==> src/rtl/magnetron_control.sv <==
// -----------------------------------------------------------------------------
// magnetron_control
//
// Cooking-cycle controller for a microwave oven. It sits directly downstream of
// the countdown timer. It takes keypad digits, start/stop presses and the door
// switch. It drives the timer's enable/loadn/clearn inputs and the magnetron.
// It also sounds the completion alarm for ALARM_CYCLES clock cycles.
//
// Ports
//   CLK           in   system clock (1 Hz); all state changes on posedge
//   clearn        in   asynchronous active-low reset
//   startn        in   start button, active-low level, synchronous to CLK
//   stopn         in   stop/cancel button, active-low level, synchronous to CLK
//   door_closed   in   1 = door closed
//   key_valid     in   1 = keypad presents a digit this cycle
//   timer_done    in   1 = timer reads 0:00
//   timer_enable  out  timer count enable (combinational)
//   timer_loadn   out  0 = timer shifts a digit in on this posedge (combinational)
//   timer_clearn  out  0 = clear timer (registered one-cycle pulse)
//   mag_on        out  magnetron drive (combinational)
//   alarm         out  completion buzzer (registered)
//   state         out  current state encoding, for debug/display
// -----------------------------------------------------------------------------
module magnetron_control #(
  parameter int ALARM_CYCLES = 3
) (
  input  logic       CLK,
  input  logic       clearn,
  input  logic       startn,
  input  logic       stopn,
  input  logic       door_closed,
  input  logic       key_valid,
  input  logic       timer_done,
  output logic       timer_enable,
  output logic       timer_loadn,
  output logic       timer_clearn,
  output logic       mag_on,
  output logic       alarm,
  output logic [2:0] state
);

  typedef enum logic [2:0] {
    IDLE  = 3'd0,
    SETUP = 3'd1,
    COOK  = 3'd2,
    PAUSE = 3'd3,
    DONE  = 3'd4
  } state_e;

  // Value of the DONE-cycle counter on the last alarm cycle.
  localparam logic [3:0] ALARM_LAST = 4'(ALARM_CYCLES - 1);

  state_e     state_q, state_d, state_eff;
  logic       startn_q, stopn_q;
  logic       start_p, stop_p;
  logic       clear_d;
  logic       timer_clearn_q;
  logic       alarm_q, alarm_d;
  logic [3:0] alarm_cnt_q, alarm_cnt_d;
  logic       cooking;

  // One pulse per falling edge of each button; holding a button gives one press.
  assign start_p = startn_q & ~startn;
  assign stop_p  = stopn_q & ~stopn;

  // Encodings 5..7 cannot be reached, but if they are ever seen they behave as IDLE.
  always_comb begin
    state_eff = IDLE;
    if (state_q inside {IDLE, SETUP, COOK, PAUSE, DONE}) begin
      state_eff = state_q;
    end
  end

  // Next-state logic. When a start press and a stop press arrive together, the stop
  // press wins because every branch tests stop_p before start_p.
  always_comb begin
    state_d     = state_eff;
    clear_d     = 1'b0;
    alarm_cnt_d = 4'd0;
    case (state_eff)
      IDLE: begin
        if (stop_p) begin
          state_d = IDLE;
          clear_d = 1'b1;
        end else if (key_valid) begin
          state_d = SETUP;
        end
      end
      SETUP: begin
        if (stop_p) begin
          state_d = IDLE;
          clear_d = 1'b1;
        end else if (key_valid) begin
          state_d = SETUP;
        end else if (start_p && door_closed && !timer_done) begin
          state_d = COOK;
        end
      end
      COOK: begin
        if (timer_done) begin
          state_d = DONE;
        end else if (!door_closed || stop_p) begin
          state_d = PAUSE;
        end
      end
      PAUSE: begin
        if (stop_p) begin
          state_d = IDLE;
          clear_d = 1'b1;
        end else if (start_p && door_closed) begin
          state_d = COOK;   // resume: the timer keeps its remaining count
        end
      end
      DONE: begin
        alarm_cnt_d = alarm_cnt_q + 4'd1;
        if (stop_p) begin
          state_d = IDLE;
        end else if (key_valid) begin
          state_d = SETUP;
        end else if (alarm_cnt_q >= ALARM_LAST) begin
          state_d = IDLE;
        end
      end
      default: begin
        state_d = IDLE;
      end
    endcase
    // The alarm is asserted for exactly the cycles spent in DONE. The counter is
    // zero on every DONE entry, because alarm_cnt_d defaults to 0 outside DONE.
    alarm_d = (state_d == DONE);
  end

  always_ff @(posedge CLK or negedge clearn) begin
    if (!clearn) begin
      state_q        <= IDLE;
      startn_q       <= 1'b1;
      stopn_q        <= 1'b1;
      timer_clearn_q <= 1'b0;
      alarm_q        <= 1'b0;
      alarm_cnt_q    <= 4'd0;
    end else begin
      state_q        <= state_d;
      startn_q       <= startn;
      stopn_q        <= stopn;
      timer_clearn_q <= ~clear_d;
      alarm_q        <= alarm_d;
      alarm_cnt_q    <= alarm_cnt_d;
    end
  end

  // These outputs are combinational. They stop the timer before it can count past 0:00.
  // They also drop the magnetron as soon as the door opens, a cycle before PAUSE.
  assign cooking      = (state_eff == COOK) & door_closed & ~timer_done;
  assign mag_on       = cooking;
  assign timer_enable = cooking;
  assign timer_loadn  = ~(key_valid & (state_eff inside {IDLE, SETUP, DONE}));
  assign timer_clearn = timer_clearn_q;
  assign alarm        = alarm_q;
  assign state        = state_q;

endmodule

==> config.mk <==
export PLATFORM = sky130hd
export DESIGN_NAME = magnetron_control
export DESIGN_NICKNAME = d
export VERILOG_FILES = /design/src/rtl/magnetron_control.sv
export SDC_FILE = /design/constraint.sdc
export NUM_CORES = 1
export LEC_CHECK = 0
export CAP_MARGIN = 20
export CORE_AREA = 5 5 42 44
export CTS_BUF_LIST = sky130_fd_sc_hd__clkbuf_8 sky130_fd_sc_hd__clkbuf_16
export DETAILED_ROUTE_END_ITERATION = 12
export DIE_AREA = 0 0 47 49
export PLACE_DENSITY = 0.68
export SYNTH_ARGS = -nofsm -noshare
export SYNTH_HDL_FRONTEND = slang
export SYNTH_SLANG_ARGS = --single-unit
==> constraint.sdc <==
create_clock -name CLK -period 3.3 [get_ports CLK]
set_input_delay 0.825 -clock CLK [delete_from_list [all_inputs] [get_ports CLK]]
set_output_delay 0.825 -clock CLK [all_outputs]
set_load 0.005 [all_outputs]
==> metrics.txt, run 1 <==
placeable core region 1400 um2; grt ovf 0; worst-margin pin slew 0.484 ns; Final Hold Viols 0; Initial Utilization 0.372; Hold Path Class reg2reg; Final period util 0.926; Area Growth Syn to Fin 37.9%; Slew Limit Headroom 0.676; Antenna Cells 0; max incr delay on CP 0.56 ns; clk_skew 0.00401 ns; CP Data Required Time 2.47 ns; worst reg-to-reg setup slack 1.80 ns; maximum vdd drop 0.365 mV; Cells after Synth 48; Routed WL 1080 um; fmax 327 MHz; Post-Syn Area per Cell 10.9 um2; Final setup viols 0; Synth cell types 23; Final ANT Viol Nets 0; Tot GR Track Use 0.114; Resized Gates After CTS 0; initial antenna violation count 0; worst-path maximum fanout 4; Synthesis Warnings 0; Chip Width 47 um; Setup crit end kind primary output; worst path cell trace clkdlybuf4s50_1 > nand2b_1 > nor3_1 > clkdlybuf4s50_1; vias in the first global route 378; CTS Hold Bufs 0; Routed WL per cell 13.4 um; largest net degree at the start of global routing 12; router iterations before antenna repair 2; CTS root buf clkbuf_8; placed cell area 674 um2; Crit-path slowest cell clkdlybuf4s50_1; max_cap viols 0; Leak 0.000297 uW; Arr. time, crit path 2.23 ns; nets@finish 75; Die Y 49 um; vias per inst 5.06; layout cells sized above 1 0.123; Max clock buf depth 2; Die Area 2300 um2; max-slew violation count 0; GPL Wtd Cong 0.732; global-route wire length before repair 1810 um; synthesized cell area 522 um2; clock sinks 11; CP Launch Type primary input; sequential share of the synthesized area 0.532; CTS clk-pin slew, worst paths 0.05 ns; residual DRC count 0; via count 410; site row count 14; CTS tree built; Setup CP Type in2out; # Post-CTS Setup Buffers 0; setup TNS 0 ns; Yosys reg bits 11; H-tree depth 1; CP most frequent cell clkdlybuf4s50_1; number of CTS-inserted buffers 3; pwr dens 504 nW/um2; Mapped Nets 57; Design Area, Final 719 um2; unrepaired setup endpoints after global routing no; DRT iter0 DRCs 1; count of input and output buffers 14; Post-DP HPWL 803 um; crit path time final 3.06 ns; # IOs 15; status completed; Clock Latency Late Sink 0.24 ns
## metrics by stage
step / util / power (uW) / setup WS [ns] / hold WS [ns] / instances
after floorplan: - / 193 / 1.13 / 0.455 / 48
after global placement: 0.481 / 235 / 0.316 / 0.485 / 77
after detailed placement: 0.481 / 235 / 0.241 / 0.488 / 77
after CTS: 0.513 / 368 / 0.242 / 0.494 / 81
after global routing: 0.513 / 388 / 0.194 / 0.532 / 81
final: 0.513 / 363 / 0.244 / 0.489 / 81
## area by class of cell
type                    count  area [um2]
multi-input cells          34         229
clock buffers               3        41.3
repair buffers             14         140
inverters                   2        7.51
flip-flops and latches     11         278
well taps                  16        20.0
fillers                   138         682
clock inverters             1        3.75
## state kept, by name, summed over array words and instances, names as in the netlist
name and flops:
stopn_q 1, state 3, startn_q 1, timer_clearn 1, alarm 1, alarm_cnt_q 4
## final timing paths
kind | start | end | cells past startpoint
worst min-delay path | alarm_cnt_q[0] | alarm_cnt_q[0] | 1
min in group asynchronous | clearn | timer_clearn | 1
worst max register to register | alarm_cnt_q[0] | state[2] | 4
worst min register to register | alarm_cnt_q[0] | alarm_cnt_q[0] | 1
worst max-delay path | timer_done | mag_on | 4
max in group asynchronous | clearn | stopn_q | 1
## critical path: cells and delay by family
kind	cells	cell delay, ns
buffers and inverters	2	1.01
AND/OR/NAND/NOR	2	0.39
## per-layer routing
metal | vias to the layer above | routed length, um | global-route usage
li1 | 204 | - | -
met1 | 193 | 475 | 0.151
met2 | 11 | 502 | 0.152
met3 | 2 | 98 | 0.0664
met4 | 0 | 8 | 0.0415
met5 | - | 0 | 0
## power by group
group | total (uW) | internal, uW | switching (uW)
logic | 68.1 | 40.7 | 27.4
registers | 166 | 147 | 18.7
clock network | 129 | 81.4 | 47.7
## cell usage after synthesis
| library cell | count | share of area |
|---|---|---|
| nor2b_1 | 1 | 0.012 |
| buf_4 | 1 | 0.014 |
| nor3_1 | 1 | 0.0096 |
| dfrtp_1 | 9 | 0.43 |
| o311ai_0 | 1 | 0.017 |
| nand2b_1 | 3 | 0.036 |
| mux2_2 | 1 | 0.022 |
| dfstp_2 | 2 | 0.10 |
| o21ai_0 | 3 | 0.029 |
| nand3b_1 | 1 | 0.014 |
| nor2_1 | 7 | 0.050 |
| ha_1 | 2 | 0.048 |
| a311o_1 | 1 | 0.019 |
| nand3_1 | 1 | 0.0096 |
| or4b_2 | 1 | 0.019 |
| o41ai_1 | 2 | 0.034 |
| nor4_1 | 1 | 0.012 |
| inv_1 | 2 | 0.014 |
| nand2_1 | 3 | 0.022 |
| xor2_1 | 1 | 0.017 |
| o211ai_1 | 1 | 0.014 |
| or4_4 | 1 | 0.022 |
| xnor2_1 | 2 | 0.034 |
## placed cells by master (no fill, tap or decap), types with 2 or more instances in the layout
master | synthesis | routed
clkdlybuf4s50_1 | 0 | 14
dfrtp_1 | 9 | 9
nor2_1 | 7 | 7
nand2_1 | 3 | 3
inv_1 | 2 | 3
nand2b_1 | 3 | 3
o21ai_0 | 3 | 3
clkbuf_8 | 0 | 3
xnor2_1 | 2 | 2
o41ai_1 | 2 | 2
ha_1 | 2 | 2
dfstp_2 | 2 | 2
## kinds of logic after synthesis
family	synth area share
AO/OA/AOI/OAI	0.113
XOR/XNOR	0.0504
adder cells (fa/ha/maj)	0.0480
buffers and inverters	0.0288
flip-flops	0.532
multiplexers	0.0216
AND/OR/NAND/NOR	0.206
No activity file was read; power rests on OpenSTA's default activity.
==> run 2: changes to the inputs <==
- GPL_TIMING_DRIVEN: unset -> 0
==> run 2 against run 1 <==
Net effect: setup slack got worse by 0.045 ns; clock power barely moved; sequential share of layout area fell by 0.40 points; non-clock buffer count rose by 1; core utilization rose by 0.54 points; combinational power fell by 2%; largest cell class unchanged.
==> metrics.txt, run 2 (same netlist as run 1, synthesis figures left out) <==
initial antenna violation count 0 (unchanged); Hold Path Class reg2reg; most frequent cells in the layout clkdlybuf4s50_1 (14), dfrtp_1 (9), nor2_1 (7); clk_skew 0.00214 ns (-0.00187 ns); Setup crit end kind primary output; Final Hold Viols 0 (unchanged); Max clock buf depth 2 (unchanged); Post-DP HPWL 797 um (-0.71%); Die Y 49 um (unchanged); nets@finish 76 (+1.3%); unrepaired setup endpoints after global routing no; clock sinks 11 (unchanged); Final setup viols 0 (unchanged); Initial Utilization 0.372 (unchanged); layout cells sized above 1 0.136 (+0.0133); largest net degree at the start of global routing 12 (unchanged); placeable core region 1400 um2 (unchanged); P_sw 92.3 uW (-1.6%); most common cell after layout, fill and taps aside clkdlybuf4s50_1; worst-path maximum fanout 4 (unchanged); status completed; count of input and output buffers 14 (unchanged); internal power 269 uW (about the same); Combinational Power Share 0.185 (-0.003); Antenna Cells 0 (unchanged); number of CTS-inserted buffers 3 (unchanged); max FFs per register 4 (unchanged); site row count 14 (unchanged); max_cap viols 0 (unchanged); Slew Limit Headroom 0.679 (+0.00280); residual DRC count 0 (unchanged); Util after Layout 0.519 (+0.00536); Largest Register alarm_cnt_q; vias in the first global route 404 (+6.9%); vias per inst 5.18 (+2.4%); CP Launch Type primary input; maximum vdd drop 0.312 mV (-14%); Arr. time, crit path 2.28 ns (+0.05 ns); H-tree depth 1 (unchanged); Area Growth Syn to Fin 39.3%; fmax 322 MHz (-1.4%); Chip Width 47 um (unchanged); Die Area 2300 um2 (unchanged); Clk network pwr share 0.358 (+0.002); CTS root buf clkbuf_8; via count 425 (+3.7%); Leak 0.000303 uW (+1.8%); Net Sw Frac 0.255 (-0.00324); worst-margin pin slew 0.480 ns (-0.00418 ns); # IOs 15 (unchanged); Final ANT Viol Nets 0 (unchanged); max incr delay on CP 0.49 ns (-0.07 ns); Routed WL 1070 um (-1.7%); Routed WL per cell 13.0 um (-2.9%); Crit-path slowest cell clkdlybuf4s50_1; router iterations before antenna repair 4 (+2); worst path cell trace clkdlybuf4s50_1 > nand2b_1 > nor3_1 > buf_4 > clkdlybuf4s50_1; CTS tree built; pwr dens 497 nW/um2 (-1.4%); Clock Latency Late Sink 0.23 ns (about the same); Final period util 0.940 (+0.0136); Flop pwr share 0.457 (about the same); setup TNS 0 ns (unchanged); grt ovf 0 (unchanged); CP bufs+invs 3 (+1); CTS clk-pin slew, worst paths 0.05 ns (about the same); global-route wire length before repair 1820 um (+0.39%); Tot GR Track Use 0.113 (-0.00135); cell family with most CP delay buffers and inverters; # Post-CTS Setup Buffers 0 (unchanged); max-slew violation count 0 (unchanged); Setup CP Type in2out; Resized Gates After CTS 0 (unchanged); CP most frequent cell clkdlybuf4s50_1; CP Data Required Time 2.47 ns (about the same); CTS Hold Bufs 0 (unchanged); GPL Wtd Cong 0.734 (+0.36%); total power 361 uW (-0.36%); DRT iter0 DRCs 4 (+3); crit path time final 3.10 ns (+0.0447 ns)
[run 2: worst paths after layout]
kind | startpoint | to | slack (ns) | cells after the start
max in group asynchronous | clearn | stopn_q | 2.03 | 1
worst max register to register | alarm_cnt_q[0] | state[2] | 1.78 | 4
worst max-delay path | timer_done | timer_enable | 0.20 | 5
worst min-delay path | alarm_cnt_q[0] | alarm_cnt_q[0] | 0.49 | 1
worst min register to register | alarm_cnt_q[0] | alarm_cnt_q[0] | 0.49 | 1
min in group asynchronous | clearn | timer_clearn | 0.92 | 1
[run 2: routing by layer]
layer,GRT usage,up-vias,share of wire
li1,-,208,-
met4,0.0691,0,0.022
met1,0.144,200,0.43
met2,0.154,13,0.46
met3,0.0443,4,0.086
met5,0,-,0
[run 2: cell type report]
| cell class | count | area, um2 |
|---|---|---|
| buffer | 1 | 7.51 |
| inverter | 2 | 7.51 |
| tap | 16 | 20.0 |
| sequential | 11 | 278 |
| clock buffer | 3 | 41.3 |
| timing repair buffer | 14 | 140 |
| fill | 143 | 674 |
| clock inverter | 1 | 3.75 |
| multi-input combinational | 34 | 229 |
[run 2: per-stage QoR]
stage	cells	area [um2]	hold slack, ns	worst slack, ns
after floorplan	48	522	0.455	1.13
after global placement	78	682	0.476	0.179
after detailed placement	78	682	0.479	0.188
after CTS	82	727	0.486	0.184
after global routing	82	727	0.520	0.143
final	82	727	0.487	0.199
[run 2: power groups by stage]
stage	sequential (uW)	combinational, uW	clock [uW]
4_1_cts	165	67.8	133
3_5_place_dp	167	67.2	0
6_report	165	67.0	129
3_3_place_gp	167	67.3	0
2_1_floorplan	164	29.3	0
5_1_grt	169	75.0	138
==> RTL edit 1: new RTL, config.mk and constraints of run 1 <==
Remove the register `timer_clearn_q`: a continuous assignment takes its place, so the output `timer_clearn` follows one clock earlier.
--- a/src/rtl/magnetron_control.sv
+++ b/src/rtl/magnetron_control.sv
@@ -136,5 +136,4 @@
       startn_q       <= 1'b1;
       stopn_q        <= 1'b1;
-      timer_clearn_q <= 1'b0;
       alarm_q        <= 1'b0;
       alarm_cnt_q    <= 4'd0;
@@ -143,9 +142,10 @@
       startn_q       <= startn;
       stopn_q        <= stopn;
-      timer_clearn_q <= ~clear_d;
       alarm_q        <= alarm_d;
       alarm_cnt_q    <= alarm_cnt_d;
     end
   end
+
+  assign timer_clearn_q = ~clear_d;
 
   // These outputs are combinational. They stop the timer before it can count past 0:00.
Behaviour: not the same (a bounded check fails within 4 cycles, from zero or initial values).
==> RTL edit 1 against run 1 <==
Total power rose by 1.5%; utilization fell by 1.1 points; clock skew fell by 0.0028 ns; critical path depth did not move; worst setup slack improved by 0.049 ns; design area fell by 2.1%; synthesized area fell by 4.8%; wire length fell by 14%; count of clock-buffer cells in the layout rose by 1; sequential cell count fell by 1; register-to-register slack barely moved; largest power group unchanged.
==> RTL edit 1: results (changes against run 1) <==
Route
  – Via count: 398 (-2.9%)
  – Routed wire length: 929 um (-14%)
  – Drt pass-1 iters: 3 (+1)
  – Iteration-0 DRC count of the detailed router: 3 (+2)

Clock tree
  – Post-CTS sizing: 0 (unchanged)
  – Clock Tree Root: clkbuf_8

Global routing
  – First-pass GRT wire length: 1470 um (-19%)
  – GRT Util Overall: 8.76% (-2.6 points)
  – Number of global-route vias before repair: 371 (-1.9%)
  – Global route overflow: 0 (unchanged)
  – Largest net degree at the start of global routing: 11 (-1)

Layout
  – Antenna Diode Count: 0 (unchanged)
  – Share of cells above drive strength 1: 14.1% (+1.8 points)
  – Fin nets: 74 (-1.3%)

Placed design
  – Area post-placement: 649 um2 (-3.7%)
  – GP Congestion: 0.779 (+6.5%)
  – Buffers on Ports: 14 (unchanged)
  – Hpwl dp: 730 um (-9.1%)

Floorplan
  – Core area: 0.00140 mm2 (unchanged)

Logic synthesis
  – Synth top cells by count: dfrtp_1 (8), nor2_1 (7), nand2_1 (3), nand2b_1 (3), o21ai_0 (3)
  – Synth unique cells: 23 (unchanged)
  – Seq/Total Area, Yosys: 50.9% (-2.4 points)
  – Area contributors post-synth: dfrtp_1 (40%), dfstp_2 (11%), nor2_1 (5.3%)
  – Synth async-reset ratio: 100% (unchanged)
  – Mapped Nets: 56 (-1.8%)

Timing
  – Worst Skew: 0.00116 ns (-0.00285 ns)
  – Slew headroom: 71.1% (+3.5 points)

Setup path
  – Critical Path AT: 2.18 ns (-0.05 ns)
  – Max stage delay cell, worst path: clkdlybuf4s50_1
  – Delay of the slowest critical-path stage: 0.54 ns (-0.02 ns)

Power and ir drop
  – Leak: 0.289 nW (-2.8%)
  – Worst ir drop on vdd: 0.278 mV (-24%)

Status
  – Status: complete, no violations
-- RTL edit 1: cell types whose count changed after synthesis, sizes merged --
cell / change
dfrtp: -1
-- RTL edit 1: worst paths after layout --
check / start / endpoint / slack [ns] / depth (start not counted)
min reg2reg: alarm_cnt_q[0]$_DFF_PN0_ / alarm_cnt_q[0]$_DFF_PN0_ / 0.49 / 1
max reg2reg: alarm_cnt_q[0]$_DFF_PN0_ / alarm$_DFF_PN0_ / 1.80 / 4
min in group asynchronous: clearn / alarm_cnt_q[2]$_DFF_PN0_ / 0.90 / 1
max: timer_done / timer_enable / 0.29 / 4
max in group asynchronous: clearn / stopn_q$_DFF_PN1_ / 2.07 / 1
min: alarm_cnt_q[0]$_DFF_PN0_ / alarm_cnt_q[0]$_DFF_PN0_ / 0.49 / 1
-- RTL edit 1: per-stage QoR --
step	setup WS, ns	power, W	cells
finish	0.293	0.000368	80
global route	0.244	0.000388	80
CTS	0.286	0.000373	80
detailed placement	0.292	0.000220	76
global placement	0.332	0.000220	76
floorplan	1.13	0.000180	47
-- RTL edit 1: routing by layer --
metal,routed length [um],vias up,global-route usage (%)
met5,0,-,0
met4,19,0,5.53
met3,95,2,2.21
met2,388,14,12.4
met1,426,182,11.4
li1,-,200,-
-- RTL edit 1: power by group --
group	switching, W	internal, W	total, W	leakage, nW
registers	0.0000173	0.000134	0.000151	0.131
logic	0.0000259	0.0000407	0.0000666	0.130
clock network	0.0000458	0.000105	0.000150	0.0288
total	0.0000891	0.000279	0.000368	0.289
-- RTL edit 1: area by class of cell --
class / instances / area, um2
sequential: 10 / 253
clock buffer: 4 / 55.1
timing repair buffer: 14 / 140
fill: 141 / 697
inverter: 2 / 7.51
tap: 16 / 20.0
multi-input combinational: 34 / 229
-- RTL edit 1: cells by family after synthesis --
logic type,count (synthesis),share of synthesized area (%)
XOR/XNOR,3,5.29
flip-flops,10,50.9
AND/OR/NAND/NOR,20,21.7
adder cells (fa/ha/maj),2,5.04
AO/OA/AOI/OAI,8,11.8
buffers and inverters,3,3.02
multiplexers,1,2.27
-- RTL edit 1: critical path: cells and delay by family --
| family | cells | cell delay, ns |
|---|---|---|
| buffers and inverters | 2 | 0.99 |
| AND/OR/NAND/NOR | 2 | 0.37 |
